$ cat config.mk
export PLATFORM = sky130hd
export DESIGN_NAME = and_shift_mul
export DESIGN_NICKNAME = d
export VERILOG_FILES = /design/src/rtl/and_shift_mul.sv
export SDC_FILE = /design/constraint.sdc
export NUM_CORES = 1
export LEC_CHECK = 0
export CAP_MARGIN = 20
export CORE_MARGIN = 2
export CORE_UTILIZATION = 53
export CTS_CLUSTER_DIAMETER = 40
export DETAILED_ROUTE_END_ITERATION = 16
export PLACE_DENSITY = 0.74
export RECOVER_POWER = 25
export SYNTH_ARGS = -nofsm -noshare
export SYNTH_HDL_FRONTEND = slang
export SYNTH_SLANG_ARGS = --single-unit
$ cat constraint.sdc
create_clock -name clk_i -period 4.4 [get_ports clk_i]
set_input_delay 0.66 -clock clk_i [delete_from_list [all_inputs] [get_ports clk_i]]
set_output_delay 0.66 -clock clk_i [all_outputs]
set_load 0.1 [all_outputs]
$ cat src/rtl/and_shift_mul.sv
// Sequential unsigned multiplier: each cycle ANDs A with BPC bits of B and adds the shifted partial products.
// Latency: WIDTH/BPC RUN cycles after accept (fewer with EARLY_EXIT), then at least one DONE cycle.
// Backpressure: result and out_valid_o hold in DONE until out_ready_i; in_ready_o is high only in IDLE.
module and_shift_mul #(
    parameter int WIDTH      = 32,
    parameter int BPC        = 1,
    parameter bit EARLY_EXIT = 1'b0
) (
    input  logic                 clk_i,
    input  logic                 rst_ni,
    input  logic                 in_valid_i,
    output logic                 in_ready_o,
    input  logic [WIDTH-1:0]     A_i,
    input  logic [WIDTH-1:0]     B_i,
    output logic                 out_valid_o,
    input  logic                 out_ready_i,
    output logic [2*WIDTH-1:0]   Y_o,
    output logic                 busy_o
);
    localparam int N  = WIDTH / BPC;
    localparam int CW = (N > 1) ? $clog2(N) : 1;

    typedef enum logic [1:0] {
        IDLE = 2'd0,
        RUN  = 2'd1,
        DONE = 2'd2
    } state_t;

    state_t               state;
    logic [WIDTH-1:0]     a_reg;
    logic [WIDTH-1:0]     b_reg;
    logic [WIDTH-1:0]     b_next;
    logic [2*WIDTH-1:0]   acc;
    logic [2*WIDTH-1:0]   acc_next;
    logic [2*WIDTH-1:0]   pp_sum;
    logic [2*WIDTH-1:0]   y_reg;
    logic [CW-1:0]        cnt;
    logic                 last;

    // Sum of the BPC gated partial products retired this cycle, aligned to their bit weight.
    always_comb begin
        pp_sum = '0;
        for (int k = 0; k < BPC; k++) begin
            if (b_reg[k]) begin
                pp_sum = pp_sum + ({{WIDTH{1'b0}}, a_reg} << (int'(cnt) * BPC + k));
            end
        end
    end

    assign acc_next = acc + pp_sum;
    assign b_next   = b_reg >> BPC;
    assign last     = (cnt == CW'(N - 1)) || (EARLY_EXIT && (b_next == '0));

    always_ff @(posedge clk_i or negedge rst_ni) begin
        if (!rst_ni) begin
            state <= IDLE;
            a_reg <= '0;
            b_reg <= '0;
            acc   <= '0;
            cnt   <= '0;
            y_reg <= '0;
        end else begin
            case (state)
                IDLE: begin
                    if (in_valid_i) begin
                        a_reg <= A_i;
                        b_reg <= B_i;
                        acc   <= '0;
                        cnt   <= '0;
                        state <= RUN;
                    end
                end
                RUN: begin
                    acc   <= acc_next;
                    b_reg <= b_next;
                    cnt   <= cnt + CW'(1);
                    if (last) begin
                        // Y_o has its own register so it survives the acc clear on the next accept.
                        y_reg <= acc_next;
                        state <= DONE;
                    end
                end
                DONE: begin
                    if (out_ready_i) begin
                        state <= IDLE;
                    end
                end
                default: state <= IDLE;
            endcase
        end
    end

    assign in_ready_o  = (state == IDLE);
    assign busy_o      = (state != IDLE);
    assign out_valid_o = (state == DONE);
    assign Y_o         = y_reg;

endmodule
# ---- Word level (Yosys, flattened, before mapping)
# Index checks and enable logic that the tools add are counted.
dict set report classes {
  addsub 2
  n_eq_ne 6
  shift 1
  n_mux 11
  n_reduce_logical 7
}
# cell n
set ops {}
lappend ops {{two-way mux 64 bit} 2}
lappend ops {{case mux 64 bit (2 select lines)} 1}
lappend ops {{adder 64 bit} 1}
lappend ops {{case mux 32 bit (2 select lines)} 1}
lappend ops {{<< shifter 32 x 5 -> 64 bit} 1}
lappend ops {{two-way mux 32 bit} 1}
lappend ops {{case mux 5 bit (2 select lines)} 1}
lappend ops {{two-way mux 2 bit} 3}
lappend ops {{case mux 2 bit (3 select lines)} 1}
lappend ops {{AND reduction 2 bit} 3}
lappend ops {{adder 5 x 1 -> 5 bit, second input constant} 1}
lappend ops {{== test 5 bit, second input constant} 1}
lappend ops {{two-way mux 5 bit} 1}
lappend ops {{!= test 2 bit, second input constant} 2}
lappend ops {{nonzero test 2 bit} 2}
lappend ops {{AND reduction 3 bit} 1}
lappend ops {{== test 2 x 1 -> 1 bit, second input constant} 1}
lappend ops {{== test 2 bit, second input constant} 1}
lappend ops {{zero test 2 bit} 1}
lappend ops {{!= test 2 x 1 -> 1 bit, second input constant} 1}
dict set report word_totals {
  reg_bits 199
  in_bits 68
  out_inout_bits 67
  elab_cells 33
}

# ---- Depth between registers and ports, before layout
# Gate-level depths: netlist of the first run.
dict set report logic_depth {
  ltp_word 4
  depth_mapped 23
  depth_no_buf 20
}

# ---- Worst setup path after synthesis of the first run
# No wires, ideal clock.
dict set report synth_path {
  kind {reg2reg}
  start {register cnt[0]}
  end {register y_reg[60], in the netlist Y_o[60]}
  setup_ns 0.072
  arrival_time_ns 4.440
  required_ns 4.328
  setup_slack_ns -0.112
  path_stages_with_launch 22
  path_buffers 3
  synth_period_minus_slack_ns 4.512
  cell_sequence {dfrtp_1 clkbuf_1 buf_2 mux2_2 o21ai_0 nor2_1 a21oi_1 nand2_1 o21ai_0 mux2i_1 and2_1 ha_1 buf_4 and4_4 and2b_4 nand2_2 or4_4 o21ai_2 a21o_4 a311oi_2 or4b_1 nand3_1}
}
dict set report synth_between {
  elab_chain_cells 3
  elab_cells_between_ends 5
  cone_classes {1 x add/sub; 1 x eq/ne; 1 x shift; 1 x mux; 1 x reduce/logical}
}
# item line
set synth_lines {}
lappend synth_lines {{from (decl)} 37} ;# logic [CW-1:0] cnt;
lappend synth_lines {{from (signal assigned)} 76} ;# cnt <= cnt + CW'(1);
lappend synth_lines {{<< shifter 32 x 5 -> 64 bit} 45} ;# pp_sum = pp_sum + ({{WIDTH{1'b0}}, a_reg} << (int'(cnt) * BPC + k));
lappend synth_lines {{two-way mux 64 bit} 44} ;# if (b_reg[k]) begin
lappend synth_lines {{adder 64 bit} 50} ;# assign acc_next = acc + pp_sum;
lappend synth_lines {{to (signal assigned)} 79} ;# y_reg <= acc_next;
lappend synth_lines {{to (decl)} 36} ;# logic [2*WIDTH-1:0] y_reg;
# Parallel ways exist; a longest one is shown, timed or not.
# A chain may end at the register's enable or synchronous reset.

# ---- Worst setup path after layout of the first run
dict set report layout_path {
  start {register cnt[0]}
  end {register acc[60]}
}
dict set report layout_between {
  elab_chain_cells 4
}
# item line
set layout_lines {}
lappend layout_lines {{<< shifter 32 x 5 -> 64 bit} 45}
lappend layout_lines {{two-way mux 64 bit} 44}
lappend layout_lines {{adder 64 bit} 50}
lappend layout_lines {{case mux 64 bit (2 select lines)} 63} ;# case (state)
lappend layout_lines {{to (signal assigned)} 74} ;# acc <= acc_next;
lappend layout_lines {{to (decl)} 33} ;# logic [2*WIDTH-1:0] acc;
# Every way passes these cells.

==> results of run 1 <==
==> cells by family after synthesis <==
logic type      Yosys count  synth area share (%)
compound gates          439                  19.8
xor+xnor                 57                  3.73
fa+ha+maj                66                  6.22
buf+inv                 142                  4.32
flops                   199                  37.2
mux                      72                  7.32
simple gates            647                  21.4
==> metrics by stage <==
| step | hold slack [ps] | setup TNS [ps] | worst slack (ps) | utilization, % |
|---|---|---|---|---|
| after CTS | 327 | -2.71 | -2.71 | 67.6 |
| final | 482 | -516 | -98.7 | 71.7 |
| after global placement | 460 | -811 | -126 | 64.0 |
| after floorplan | 364 | 0 | 28.0 | - |
| after detailed placement | 469 | -616 | -145 | 64.0 |
| after global routing | 509 | -14620 | -263 | 71.7 |
==> placed cells by master, fill, tap and decap left out, types with 10 or more instances in the layout <==
cell,synthesis,final
nor3_1,17,10
mux2i_2,0,16
ha_1,65,48
nand4_1,30,30
nor2_1,109,104
mux2i_1,35,15
clkdlybuf4s50_1,0,133
buf_6,0,12
a21oi_1,88,62
inv_1,17,16
a21oi_2,3,23
clkbuf_16,0,18
nand2_1,340,335
ha_4,0,15
o21ai_1,13,40
a21o_1,39,39
and2_1,18,13
mux2_2,18,11
xnor2_1,34,29
dfrtp_1,199,198
mux4_2,19,19
nand3_1,72,70
o22ai_1,19,13
xor2_1,23,17
o21bai_1,16,15
o21ai_2,2,11
o21ai_0,162,125
a31oi_1,36,33
buf_4,8,169
==> layout make-up <==
| cell class | count | share of cell area (%) |
|---|---|---|
| flip-flops and latches | 199 | 27.8 |
| clock inverters | 15 | 1.10 |
| repair buffers | 325 | 16.4 |
| inverters | 18 | 0.419 |
| clock buffers | 17 | 2.38 |
| well taps | 330 | 2.31 |
| multi-input cells | 1281 | 49.6 |
==> final timing paths <==
check | startpoint | end | slack (ps) | depth (start not counted)
max | cnt[0] | acc[60] | -100 | 17
min | Y_o[19] | Y_o[19] | 480 | 2
max reg2reg | cnt[0] | acc[60] | -100 | 17
min reg2reg | Y_o[19] | Y_o[19] | 480 | 2
max in group asynchronous | rst_ni | Y_o[33] | 620 | 2
min in group asynchronous | rst_ni | Y_o[3] | 960 | 1
==> Yosys cell counts, types with 13 or more instances <==
cell type and instances:
mux2_2 18, nand2_1 340, ha_1 65, o22ai_1 19
nand4_1 30, inv_1 17, o21ai_1 13, a21o_1 39
a31oi_1 36, xor2_1 23, xnor2_1 34, mux2i_1 35
dfrtp_1 199, and2_1 18, o21bai_1 16, nor2_1 109
a21oi_1 88, nor3_1 17, o21ai_0 162, nand3_1 72
clkbuf_1 94, mux4_2 19
==> critical path: stages (launching register included) <==
cell and delay [ps]:
dfrtp_2 520, buf_12 180, buf_4 110, mux4_2 550
mux2i_2 210, mux2_4 200, mux2i_1 90, and2_4 170
ha_4 310, nand4_2 130, and2b_4 290, nand2_4 50
or4_4 490, o21ai_4 210, a21o_4 180, a311oi_4 110
or4b_1 540, nand3_1 80
==> per-layer routing <==
metal  wire, um  up-vias  share of wire [%]  global-route usage (%)
li1           -     6192                  -                       -
met1      18500     6322                 45                    43.5
met2      18900      460                 46                    46.1
met3       2390       88                5.8                    4.38
met4       1220        0                3.0                    10.5
met5          0        -                  0                       0
==> timing repair <==
item                                    CTS  global route
hold buffers                              0             0
pin swaps                                12            32
cloned                                    1             1
endpoints found under the setup margin   22            77
resized for setup                        39           196
buffers inserted                         12            15
==> impl_metrics.yaml, run 1 <==
yosys:
  syn_avg_cell_area_um2: 8.26
  ys_seq_area_share_pct: 37.2
  netlist_area_mm2: 0.0134
  synthArstFlopShare_pct: 100
  ys_top_cells_by_area: "dfrtp_1 37%, nand2_1 9.5%, ha_1 6.1%"
  yosysWarnings: 0
  synth_area_leader_cell: "dfrtp_1"
  synth_cells: 1622
  syn-num-nets: 1756
  synth_cell_type_count: 78
  ys_ff_latch: 199
  synth_flop_cell: "dfrtp_1"
  synth_edf_count: 0
  synthDominantCellAreaShare_pct: 37.2
clock_network:
  clkSlewWorstSetupHoldPaths_ps: 90
  cts_tree: "done"
  htreeDepth: 4
  clockBufferDepth: 2
  cts_buffers: 17
  clockRootBuffer: "clkbuf_16"
  clock_sinks: 199
  insertion_delay_ps: 460
cells_and_area:
  layout.cells.non_filler: 2185
  final_cell_area_mm2: 0.0179
  multi_input_area_mm2: 0.00888
  seqCellArea_mm2: 0.00498
  fin_nets: 1976
  drive_gt1_share_pct: 23.5
  area_delta_synth_final_pct: 33.7
  n_antenna_cell: 0
  num-fill-cells: 1930
sta:
  worst_slew_pin_slew_ps: 2570
  slew_viol_final: 174
  relSlewSlack_pct: -71.7
  finalCriticalPeriod_ps: 4500
  finalClockSkew_ps: 14.2
  rsz0062_at_grt: "true"
  fin_ws_ps: -98.7
  final_hold_viol_count: 0
  period_share_pct: 102
  setup_violations: 13
  max_freq_ghz: 0.222
detailed_routing:
  via_count: 13100
  via_per_inst: 5.98
  wl_per_cell_um: 18.8
  finalWirelength_mm: 41.0
  drt-initial-drc-count: 1041
  first_pass_iters: 5
  drc: 0
  ant_nets: 0
setup_path:
  cp_max_fo: 8
  start_kind: "flip-flop"
  end_kind: "flip-flop"
  cp.arrival_ps: 4890
  crit_required_ps: 4790
  critPathKind: "flip-flop to flip-flop"
placed_design:
  placed_cells: 2126
  gp_congestion: 0.998
  dp_hpwl_mm: 28.9
  numPortBuffers: 134
  place_area_mm2: 0.0160
grt:
  grt_max_degree: 102
  grt_pass1_wl_mm: 63.5
  overflow: 0
  track_usage_pct: 30.0
  grt_pass1_vias: 12200
  antenna_found_initial: 0
outcome:
  outcome: "finished with violations"
  violations: "max-capacitance violations, max-slew violations, negative setup slack"
die:
  fp.dieH_um: 163
  die-area_mm2: 0.0266
  rows: 58
  die_w_um: 163
  ios: 135
  start_util_pct: 53.7
  core-area_mm2: 0.0250
hold_path:
  min_path_type: "flip-flop to flip-flop"
run:
  cap_violations: 2
Power of run 1 is left out: the tool's default activity adds up to more than one toggle a clock period on the data nets, which glitch-free logic cannot reach.
==> run 2: changes to the inputs <==
Settings changed: CAP_MARGIN 20 to default, CORE_MARGIN 2 to 4, GPL_TIMING_DRIVEN from default to 1.
==> run 2 against run 1 <==
The run still ends with max-capacitance violations, max-slew violations, negative setup slack left; maximum frequency is 2.1% lower; critical endpoint unchanged; critical path depth up 2; clock skew rose by 1.9 ps; routed wire length up 3.5%; non-clock buffer count grew 26; critical path type unchanged; via count increased by 0.64%; count of clock-buffer cells in the layout stayed put; register-to-register slack got worse by 98 ps; die area up 5.0%; sequential share of layout area fell by 0.16 points.
==> impl_metrics.yaml, run 2 (synthesized netlist as in run 1, its figures left out) <==
hold_path:
  worstHoldPathCells: 2
  hp-start: "Y_o[38]"
  hold_end: "Y_o[38]"
  min_path_type: "flip-flop to flip-flop"
clock_network:
  insertion_delay_ps: 460
  clkSlewWorstSetupHoldPaths_ps: 80
  clockRootBuffer: "clkbuf_16"
  clockBufferDepth: 2
  clock_sinks: 199
  cts_tree: "done"
  cts_hold_buf: 0
  cts_buffers: 17
  htreeDepth: 4
die:
  die-area_mm2: 0.0279
  start_util_pct: 54.4
  fp.dieH_um: 167
  die_w_um: 167
  ios: 135
  rows: 57
  core-area_mm2: 0.0246
detailed_routing:
  first_pass_iters: 5
  drt-initial-drc-count: 1381
  via_count: 13100
  ant_nets: 0
  via_per_inst: 5.96
  drc: 0
  finalWirelength_mm: 42.4
  wl_per_cell_um: 19.2
setup_path:
  end_kind: "flip-flop"
  cpMaxStageDelayCell: "or4b_1"
  critPathKind: "flip-flop to flip-flop"
  rrSetupSlack_ps: -200
  cp_max_fo: 9
  crit_required_ps: 4780
  critPathTopFamily: "compound AO/OA/AOI/OAI gates"
  regToRegEndpoint: "acc[60]"
  crit_start: "cnt[1]"
  critPathMaxStageDelay_ps: 530
  cp.arrival_ps: 4980
  start_kind: "flip-flop"
  r2r_start: "cnt[1]"
  reg2reg_depth: 19
  cp_cell_sequence: "clkinv_1 > a211oi_1 > a21oi_1 > nand2_1 > nand2_1 > o21ai_2 > buf_4 > buf_4 > o22ai_1 > ha_1 > a21o_1 > a21o_1 > a21oi_1 > o21ai_0 > a21oi_2 > o41ai_2 > a311oi_4 > or4b_1 > nand3_1"
  crit_buf_inv: 3
sta:
  finalCriticalPeriod_ps: 4600
  rsz0062_at_grt: "true"
  setup_violations: 18
  max_freq_ghz: 0.218
  relSlewSlack_pct: -90.9
  finalClockSkew_ps: 16.1
  worst_slew_pin_slew_ps: 2860
  fin_ws_ps: -197
  slew_viol_final: 111
  final_hold_viol_count: 0
  period_share_pct: 104
grt:
  antenna_found_initial: 0
  track_usage_pct: 28.4
  overflow: 0
  grt_max_degree: 112
  grt_pass1_wl_mm: 64.9
  grt_pass1_vias: 12300
cells_and_area:
  area_delta_synth_final_pct: 34.4
  drive_gt1_share_pct: 23.6
  layout.cells.non_filler: 2205
  n_antenna_cell: 0
  fin_nets: 2002
  mostFrequentLayoutCells: "335 x nand2_1, 198 x dfrtp_1, 194 x buf_4"
  final_common_cell: "nand2_1"
placed_design:
  dp_hpwl_mm: 30.1
  numPortBuffers: 134
  gp_congestion: 1.02
  placed_cells: 2141
outcome:
  violations: "max-capacitance violations, max-slew violations, negative setup slack"
  outcome: "finished with violations"
run:
  cap_violations: 1
run 2: cell count changes in the layout (fill, tap and decap cells not counted), moves of 4 or more:
| cell | previous run | this run |
|---|---|---|
| buf_4 | 169 | 194 |
| mux2i_2 | 16 | 9 |
| o22ai_1 | 13 | 18 |
| mux2i_4 | 4 | 8 |
| ha_4 | 15 | 9 |
| buf_6 | 12 | 16 |
| ha_1 | 48 | 54 |
| o21ai_0 | 125 | 120 |
run 2: layout make-up:
cell class / count / area, um^2
multi-input cells: 1281 / 8770
well taps: 324 / 405
flip-flops and latches: 199 / 4980
clock inverters: 15 / 233
inverters: 18 / 71.3
clock buffers: 17 / 425
fillers: 1894 / 6600
repair buffers: 351 / 3120
run 2: stage by stage:
stage          setup slack (ps)  TNS (ps)  area [um^2]  util [%]  hold slack, ps
2_1_floorplan              28.0         0        13400         -             364
3_3_place_gp               -225     -2910        16100      65.5             460
3_5_place_dp               -249     -3230        16100      65.5             469
4_1_cts                   -17.9     -17.9        16900      68.8             349
5_1_grt                    -331     -6620        18000      73.2             507
6_report                   -197     -1470        18000      73.2             484
run 2: how the worst max path moves through the flow:
stage	depth (start not counted)	slack, ps	to
finish	19	-200	acc[60]
global route	19	-330	acc[60]
CTS	18	-20	Y_o[60]
detailed placement	18	-250	Y_o[60]
global placement	18	-230	Y_o[60]
floorplan	20	30	Y_o[60]
run 2: routing by layer:
metal,global-route usage [%],vias up,share of wire [%]
met5,0,-,0
met4,8.00,0,2.9
met3,3.56,71,6.0
met2,44.0,518,46
met1,42.3,6316,45
li1,-,6240,-
run 2: worst register-to-register path, delay by kind of cell, from the launching register on:
family	cells	cell delay, ps
and+or+nand+nor	4	810
DFF	1	430
adders and majority gates	1	370
AOI/OAI and AO/OA	11	2300
buffers and inverters	3	630
run 2: repair_timing:
action / in CTS / in global routing
buffers inserted: 2 / 28
gates cloned: 0 / 2
gates resized for setup: 28 / 193
pin swaps: 2 / 57
endpoints found under the setup margin: 40 / 72
Power of run 2 is left out for the same reason.
==> run 3: changes to the inputs <==
Settings changed: RECOVER_POWER 25 to default, SETUP_SLACK_MARGIN from default to 0.5.
==> run 3 against run 2 <==
Worst hold slack got worse by 160 ps; count of clock-buffer cells in the layout unchanged; highest routed layer unchanged; critical endpoint is now acc[57]; core utilization is 2.0 points higher; via count grew 0.46%; the flow finishes with violations (negative setup slack).
==> impl_metrics.yaml, run 3 (synthesized netlist as in run 1, its figures left out) <==
cells_and_area:
  multi_input_area_mm2: 0.00936
  n_antenna_cell: 0
  area_delta_synth_final_pct: 38.1
  num-fill-cells: 1811
  fin_nets: 1986
  final_common_cell: "nand2_1"
  mostFrequentLayoutCells: "330 x nand2_1, 198 x dfrtp_1, 175 x buf_4"
  drive_gt1_share_pct: 27.7
  seqCellArea_mm2: 0.00498
sta:
  relSlewSlack_pct: 17.8
  worst_slew_pin_slew_ps: 1230
  final_hold_viol_count: 0
  finalClockSkew_ps: 14.3
  setup_tns_ps: -863
  hold-worst-slack_ps: 323
  rsz0062_at_grt: "true"
  finalCriticalPeriod_ps: 4560
  slew_viol_final: 0
  max_freq_ghz: 0.219
  period_share_pct: 104
  fin_ws_ps: -159
  setup_violations: 15
setup_path:
  cp_max_fo: 7
  cp_cell_sequence: "buf_12 > buf_12 > mux4_2 > mux2i_2 > mux2_4 > o22ai_1 > ha_2 > nand4_1 > or4_4 > nor4_4 > a32oi_1 > buf_4 > nand3_4 > o22ai_4 > buf_4 > o21ai_2 > xnor2_2 > o21ai_1"
  r2r_start: "cnt[0]"
  end_kind: "flip-flop"
  regToRegEndpoint: "acc[57]"
  critPathMaxStageDelay_ps: 570
  cp.arrival_ps: 4880
  reg2reg_depth: 18
  crit_required_ps: 4720
  critPathKind: "flip-flop to flip-flop"
  cpMaxStageDelayCell: "or4_4"
  rrSetupSlack_ps: -160
  start_kind: "flip-flop"
placed_design:
  pre_cts_ws_ps: -222
  gp_congestion: 1.02
  numPortBuffers: 134
  dp_hpwl_mm: 29.3
grt:
  overflow: 0
  track_usage_pct: 28.0
  grt_pass1_wl_mm: 64.5
  grt_pass1_vias: 12400
  antenna_found_initial: 0
  grt_max_degree: 125
detailed_routing:
  first_pass_iters: 5
  drt-initial-drc-count: 1307
  ant_nets: 0
  wl_per_cell_um: 19.4
  via_count: 13200
  finalWirelength_mm: 42.4
  via_per_inst: 6.03
  drc: 0
run:
  cap_violations: 0
die:
  ios: 135
  die_w_um: 167
  die-area_mm2: 0.0279
  core-area_mm2: 0.0246
  fp.dieH_um: 167
  rows: 57
  start_util_pct: 54.4
outcome:
  outcome: "finished with violations"
  violations: "negative setup slack"
clock_network:
  clockRootBuffer: "clkbuf_16"
  cts_tree: "done"
  insertion_delay_ps: 460
  clock_sinks: 199
  clockBufferDepth: 2
  cts_hold_buf: 0
  htreeDepth: 4
  clkSlewWorstSetupHoldPaths_ps: 90
  cts_buffers: 17
hold_path:
  min_path_type: "input pin to async pin"
==> run 3: repair_timing <==
action,4_1_cts,5_1_grt
setup buffers,16,31
hold endpoints to repair,0,0
gates cloned,0,2
endpoints found under the setup margin,93,98
gates resized for setup,113,235
pin swaps,13,96
==> run 3: stage by stage <==
step,util [%],cell area (um^2),instances
finish,75.2,18500,2189
global route,75.2,18500,2189
CTS,70.1,17200,2156
detailed placement,64.8,15900,2108
global placement,64.8,15900,2108
floorplan,-,13500,1622
==> run 3: area by class of cell <==
type	count	share of cell area, %
Multi-Input combinational cell	1281	50.6
Sequential cell	199	26.9
Timing Repair Buffer	335	16.4
Clock buffer	17	2.30
Tap cell	324	2.19
Clock inverter	15	1.15
Inverter	18	0.392
==> run 3: layer usage <==
metal / wire [um] / global-route usage, % / up-vias
li1: - / - / 6212
met1: 18400 / 40.6 / 6353
met2: 19500 / 43.7 / 534
met3: 2920 / 3.51 / 107
met4: 1610 / 9.71 / 0
met5: 0 / 0 / -
==> run 3: worst max path at each step <==
stage / startpoint / end / slack (ps) / depth (start not counted)
floorplan: cnt[0] / Y_o[60] / 310 / 21
global placement: cnt[1] / Y_o[63] / -280 / 22
detailed placement: cnt[1] / Y_o[63] / -220 / 22
CTS: cnt[0] / Y_o[63] / 30 / 22
global route: cnt[0] / Y_o[61] / -230 / 17
finish: cnt[0] / acc[57] / -160 / 18
==> run 3: critical path, delay by kind of cell, from the launching register on <==
kind	cells	cell delay, ps
AND/OR/NAND/NOR	4	1150
multiplexers	3	950
buffers and inverters	4	630
AO/OA/AOI/OAI	5	610
flip-flops	1	460
adder cells (fa/ha/maj)	1	460
XOR/XNOR	1	150
Power of run 3 is left out for the same reason.
